$ cat src/rtl/rca_serial_sub.sv
// rca_serial_sub: bit-serial ripple-borrow subtractor with a valid/ready handshake.
//
// Computes (A - B) mod 2^WIDTH one bit per cycle, LSB first, through a single
// full-subtractor cell and a borrow flop. A transaction is accepted in IDLE,
// takes WIDTH cycles in SHIFT, and its result is presented in DONE until the
// consumer takes it.
//
// Ports
//   clk        rising-edge clock for all state
//   rst_n      synchronous active-low reset
//   in_valid   operand pair on A/B is valid
//   in_ready   block can accept an operand pair (IDLE only)
//   A          minuend, unsigned
//   B          subtrahend, unsigned
//   out_valid  diff/bout/ovf/zero hold a completed result (DONE only)
//   out_ready  consumer accepts the result
//   diff       (A - B) mod 2^WIDTH
//   bout       final borrow, 1 iff A < B unsigned
//   ovf        two's-complement overflow of A - B
//   zero       diff == 0
module rca_serial_sub #(
  parameter int WIDTH = 4
) (
  input  logic             clk,
  input  logic             rst_n,
  input  logic             in_valid,
  output logic             in_ready,
  input  logic [WIDTH-1:0] A,
  input  logic [WIDTH-1:0] B,
  output logic             out_valid,
  input  logic             out_ready,
  output logic [WIDTH-1:0] diff,
  output logic             bout,
  output logic             ovf,
  output logic             zero
);

  localparam int CNT_W = $clog2(WIDTH);

  typedef enum logic [1:0] {
    IDLE  = 2'b00,
    SHIFT = 2'b01,
    DONE  = 2'b10
  } state_t;

  state_t state;
  state_t state_nxt;

  logic [WIDTH-1:0] a_sh;
  logic [WIDTH-1:0] b_sh;
  // Holds the low WIDTH-1 result bits collected so far; the final bit is
  // combined with it on the last SHIFT edge, so the visible diff only ever
  // changes to a complete result.
  logic [WIDTH-2:0] diff_sh;
  logic [CNT_W-1:0] cnt;
  logic             br;

  logic             a_bit;
  logic             b_bit;
  logic             d_bit;
  logic             br_nxt;
  logic             last_bit;
  logic [WIDTH-1:0] diff_fin;

  function automatic logic sub_diff(input logic a, input logic b, input logic bi);
    return a ^ b ^ bi;
  endfunction

  function automatic logic sub_borrow(input logic a, input logic b, input logic bi);
    return (~a & b) | (~(a ^ b) & bi);
  endfunction

  assign a_bit    = a_sh[0];
  assign b_bit    = b_sh[0];
  assign d_bit    = sub_diff(a_bit, b_bit, br);
  assign br_nxt   = sub_borrow(a_bit, b_bit, br);
  assign last_bit = (cnt == CNT_W'(WIDTH - 1));
  assign diff_fin = {d_bit, diff_sh};

  // State register
  always_ff @(posedge clk) begin
    if (!rst_n) begin
      state <= IDLE;
    end else begin
      state <= state_nxt;
    end
  end

  // Next state and handshake outputs
  always_comb begin
    state_nxt = state;
    in_ready  = 1'b0;
    out_valid = 1'b0;
    case (state)
      IDLE: begin
        in_ready = 1'b1;
        if (in_valid) state_nxt = SHIFT;
      end
      SHIFT: begin
        if (last_bit) state_nxt = DONE;
      end
      DONE: begin
        out_valid = 1'b1;
        if (out_ready) state_nxt = IDLE;
      end
      default: state_nxt = IDLE;
    endcase
  end

  // Operand shift registers: loaded on accept, consumed LSB first
  always_ff @(posedge clk) begin
    if (state == IDLE && in_valid) begin
      a_sh <= A;
      b_sh <= B;
    end else if (state == SHIFT) begin
      a_sh    <= a_sh >> 1;
      b_sh    <= b_sh >> 1;
      diff_sh <= diff_fin[WIDTH-1:1];
    end
  end

  // Counter, borrow and result registers
  always_ff @(posedge clk) begin
    if (!rst_n) begin
      cnt  <= '0;
      br   <= 1'b0;
      diff <= '0;
      bout <= 1'b0;
      ovf  <= 1'b0;
      zero <= 1'b0;
    end else begin
      case (state)
        IDLE: begin
          if (in_valid) begin
            cnt <= '0;
            br  <= 1'b0;
          end
        end
        SHIFT: begin
          cnt <= cnt + CNT_W'(1);
          br  <= br_nxt;
          if (last_bit) begin
            // On the last bit a_bit/b_bit are the operand MSBs and d_bit is diff MSB.
            diff <= diff_fin;
            bout <= br_nxt;
            ovf  <= (a_bit != b_bit) && (d_bit != a_bit);
            zero <= (diff_fin == '0);
          end
        end
        default: ;
      endcase
    end
  end

endmodule
$ cat config.mk
export PLATFORM = sky130hd
export DESIGN_NAME = rca_serial_sub
export DESIGN_NICKNAME = d
export VERILOG_FILES = /design/src/rtl/rca_serial_sub.sv
export SDC_FILE = /design/constraint.sdc
export NUM_CORES = 1
export LEC_CHECK = 0
export CORE_UTILIZATION = 30
export DETAILED_ROUTE_END_ITERATION = 10
export SLEW_MARGIN = 10
export SYNTH_ARGS = -nofsm -noshare
export SYNTH_HDL_FRONTEND = slang
export SYNTH_SLANG_ARGS = --single-unit
$ cat constraint.sdc
create_clock -name clk -period 1.7 [get_ports clk]
set_input_delay 0.17 -clock clk [delete_from_list [all_inputs] [get_ports clk]]
set_output_delay 0.17 -clock clk [all_outputs]
set_load 0.01 [all_outputs]
== Yosys cells after proc, flatten, opt, wreduce, memory -nomap -nowiden ==
Index checks and enable logic that the tools add are counted.

* Bitwise operators: 8
* Multiplexer cells: 14
* Equality and inequality tests: 8
* Add/subtract/negate cells: 1
* Reduce and logical (&&, ||, !) cells: 10

{| class="wikitable"
|+ Operator list
! cell !! count
|-
| $mux W4 || 4
|-
| $mux W2 || 4
|-
| $ne A2 B2 Y1 const B || 3
|-
| $pmux W2 S3 || 1
|-
| $reduce_and A2 Y1 || 3
|-
| $eq A2 B2 Y1 const B || 2
|-
| $logic_not A4 Y1 || 1
|-
| $pmux W2 S2 || 1
|-
| $reduce_bool A2 Y1 || 2
|-
| $mux W1 || 3
|-
| $not A1 Y1 || 3
|-
| $reduce_and A3 Y1 || 1
|-
| $add A2 B1 Y2 const B || 1
|-
| $and A1 B1 Y1 || 2
|-
| $eq A2 B1 Y1 const B || 1
|-
| $logic_and A1 B1 Y1 || 2
|-
| $logic_not A2 Y1 || 1
|-
| $ne A1 B1 Y1 || 2
|-
| $pmux W1 S2 || 1
|-
| $xor A1 B1 Y1 || 2
|-
| $or A1 B1 Y1 || 1
|}

* Register bits: 23
* Input bits: 12
* Output and inout bits: 9
* Logic and storage cells: 51

== Longest topological paths before layout ==
* Depth in word-level cells: 5
* Depth in mapped cells: 5
* Depth with buffers taken out: 5

== Least setup slack after synthesis ==
Ideal clock, no wire load.

* Path kind: flip-flop to flip-flop
* From: register a_sh[0]
* To: register zero
* Cell stages (with the launch flop): 6
* Clock period less this slack: 1.503 ns
* Library setup time: 0.071 ns
* Buffers on the path: 0
* Data required time: 1.629 ns
* Path slack: 0.197 ns
* Arrival: 1.432 ns
* Cells stage by stage: edfxtp_1 -> inv_1 -> fa_1 -> nor4b_1 -> nand2_1 -> a21oi_1

* Cells in the longest elaborated chain, start to end: 3

{| class="wikitable"
|+ RTL lines
! what !! line !! source
|-
| from (decl) || 49 || <nowiki>logic [WIDTH-1:0] a_sh;</nowiki>
|-
| from (signal assigned) || 116 || <nowiki>a_sh <= a_sh >> 1;</nowiki>
|-
| $xor A1 B1 Y1 (2 in a row) || 66 || <nowiki>return a ^ b ^ bi;</nowiki>
|-
| $logic_not A4 Y1 || 147 || <nowiki>zero <= (diff_fin == '0);</nowiki>
|-
| to (signal assigned) || 147 ||
|-
| to (decl) || 35 || <nowiki>output logic zero</nowiki>
|}

Every way passes these cells.
A chain may end at the register's enable or synchronous reset.

== Final worst setup path ==
* From: register state[0]
* To: output port out_valid

* Cells in the longest elaborated chain, start to end: 2

{| class="wikitable"
|+ RTL lines
! what !! line !! source
|-
| from (decl) || 46 || <nowiki>state_t state;</nowiki>
|-
| from (signal assigned) || 85 || <nowiki>state <= state_nxt;</nowiki>
|-
| $eq A2 B2 Y1 || 94 || <nowiki>case (state)</nowiki>
|-
| $mux W1 || 94 ||
|-
| to (decl) || 30 || <nowiki>output logic out_valid,</nowiki>
|}

Every way passes these cells.

==> impl_metrics.env <==
export IMPL_fin_area_um2=1271
export IMPL_grt_usage=0.1152
export IMPL_finClkSkew_ns=0.002983
export IMPL_setup_tns_ns=0
export IMPL_cts_tree="built"
export IMPL_finalMaxSlewViolations=0
export IMPL_routedWlPerCell_um=11.72
export IMPL_slew_limit_headroom=0.7323
export IMPL_die_x_um=59.29
export IMPL_max_stage_delay_ns=0.47
export IMPL_diodes=0
export IMPL_critPathMaxFanout=7
export IMPL_syn_area_um2=984.7
export IMPL_async_flop_share=0
export IMPL_antenna_found_initial=0
export IMPL_clock_fmax_mhz=616.9
export IMPL_io_pins=21
export IMPL_drive_gt1_frac=0.2075
export IMPL_path_clk_slew_ns=0.12
export IMPL_finalCriticalPeriod_ns=1.621
export IMPL_vias_per_cell=4.413
export IMPL_antenna_left=0
export IMPL_tightest_slew_ns=0.4012
export IMPL_post_route_period_util=0.9535
export IMPL_whs_ns=0.4649
export IMPL_critPathCaptureType="primary output"
export IMPL_power_density_nw_per_um2=831.8
export IMPL_cp_required_ns=1.53
export IMPL_synth_flop_cell="dfxtp_1"
export IMPL_hold_path_class="reg -> reg"
export IMPL_cpMaxStageDelayCell="clkdlybuf4s50_1"
export IMPL_dr_pass1_iters=3
export IMPL_outcome="completed"
export IMPL_start_util=0.3199
export IMPL_vias=662
export IMPL_drc_errors=0
export IMPL_grt_pass1_vias=670
export IMPL_numPortBuffers=20
export IMPL_syn_mean_instance_area_um2=12.01
export IMPL_cap_violations=0
export IMPL_hpwlAfterDp_um=1310
export IMPL_syn_num_nets=97
export IMPL_ys_seq_area_frac=0.5794
export IMPL_ys_ff_latch=23
export IMPL_dp_slack_ns=0.09560
export IMPL_cts_sinks=23
export IMPL_clockBufferDepth=2
export IMPL_placed_cell_area_um2=1236
export IMPL_crit_type="reg -> out"
export IMPL_insertion_delay_ns=0.30
export IMPL_hold_viol=0
export IMPL_path_cells="and2b_2 > clkdlybuf4s50_1"
export IMPL_synth_cell_types=27
export IMPL_die_h_um=59.29
export IMPL_ir_worst_vdd_v=0.0004122
export IMPL_row_count=20
export IMPL_yosys_top_cells_area="edfxtp_1, dfxtp_1, mux2_2, nand2_1, a21oi_1"
export IMPL_grt_pass1_wl_um=2980
export IMPL_ys_top_cells_by_count="dfxtp_1, nand2_1, edfxtp_1"
export IMPL_yosys_warnings=0
export IMPL_cts_root_buffer="clkbuf_4"
export IMPL_power_leakage_nw=0.4631
export IMPL_overflow=0
export IMPL_place_congestion=0.7408
export IMPL_drt_wl_total_um=1758
export IMPL_synth_top_area_share=0.3355
export IMPL_synth_top_area_cell="edfxtp_1"
export IMPL_synth_edf_count=11
export IMPL_grt_max_degree=13
export IMPL_cts_htree_levels=1
export IMPL_dieArea_um2=3515
export IMPL_fin_nets=122
export IMPL_netlist_instances=82
export IMPL_final_setup_viol_count=0
export IMPL_rsz0062_at_grt="no"
export IMPL_core_um2=3078
export IMPL_postCtsHoldBufs=0
export IMPL_postLayoutSetupSlackWorst_ns=0.07905
export IMPL_arrival_ns=1.45
export IMPL_drt_initial_drc_count=23
export IMPL_cts_made_buffers=3
export IMPL_start_kind="flop"
export IMPL_synthToLayoutAreaGrowth_pct=29.10
## sequential cells by signal (all words and copies together) (netlist names)
register  flops
diff          4
b_sh          4
ovf           1
br            1
state         2
diff_sh       3
a_sh          4
zero          1
bout          1
cnt           2
## critical path: cells and delay by family, from the launching register on
family,cells,cell delay (ns)
buf+inv,1,0.47
flops,1,0.43
simple gates,1,0.24
## per-stage QoR
stage	power, mW	std cells	util
after floorplan	0.7521	82	-
final	1.057	150	0.4130
after global placement	0.8119	146	0.4016
after global routing	1.118	150	0.4130
after CTS	1.073	150	0.4106
after detailed placement	0.8198	146	0.4016
## worst paths after layout
path | from | to | slack, ns | cells after the start
worst max-delay path | state[0]$_SDFFE_PN0P_ | out_valid | 0.08 | 2
worst min-delay path | diff[1]$_SDFFE_PN0P_ | diff[1]$_SDFFE_PN0P_ | 0.46 | 2
worst max register to register | a_sh[0]$_DFFE_PP_ | ovf$_SDFFE_PN0P_ | 0.13 | 5
worst min register to register | diff[1]$_SDFFE_PN0P_ | diff[1]$_SDFFE_PN0P_ | 0.46 | 2
## layout by cell type, fill, tap and decap left out, types with 2 or more instances in the layout
cell type	count
dfxtp_2	2
edfxtp_1	11
nand2_1	12
inv_1	4
buf_4	3
clkbuf_4	3
mux2_2	6
nand3b_1	2
a21oi_1	8
nor2_1	5
ha_1	2
and2_1	2
clkdlybuf4s50_1	20
dfxtp_1	10
## final cells by class
class	instances	area, µm²
clock buffers	4	26.28
fillers	314	1807
inverters	4	15.01
multi-input cells	52	379.1
flip-flops and latches	23	573.1
well taps	44	55.05
repair buffers	23	222.7
## repair_timing
item | CTS | global route
setup buffers | 0 | 0
endpoints found under the setup margin | 1 | 2
pin swaps | 0 | 0
gates resized for setup | 1 | 2
## report_power, final
group / switching [mW] / internal, mW
Combinational: 0.0680 / 0.0872
Sequential: 0.0224 / 0.628
Clock: 0.160 / 0.0915
## layer usage
metal  vias to the layer above  share of wire  GRT usage
met2                        18           0.52     0.2039
met5                         -              0          0
met1                       313           0.43     0.1369
met4                         0              0    0.01020
met3                         0          0.048    0.04367
li1                        331              -          -
## kinds of logic (layout without fill, tap and decap cells)
logic type | Yosys count | after routing | synth area share
buffers and inverters | 7 | 31 | 0.04192
muxes | 6 | 6 | 0.06861
DFF | 23 | 23 | 0.5794
and+or+nand+nor | 30 | 30 | 0.1703
adders and majority gates | 3 | 3 | 0.04574
xor gates and xnor gates | 1 | 1 | 0.008896
AOI/OAI and AO/OA | 12 | 12 | 0.08514
Note: power is estimated with default switching activity, not from simulation.
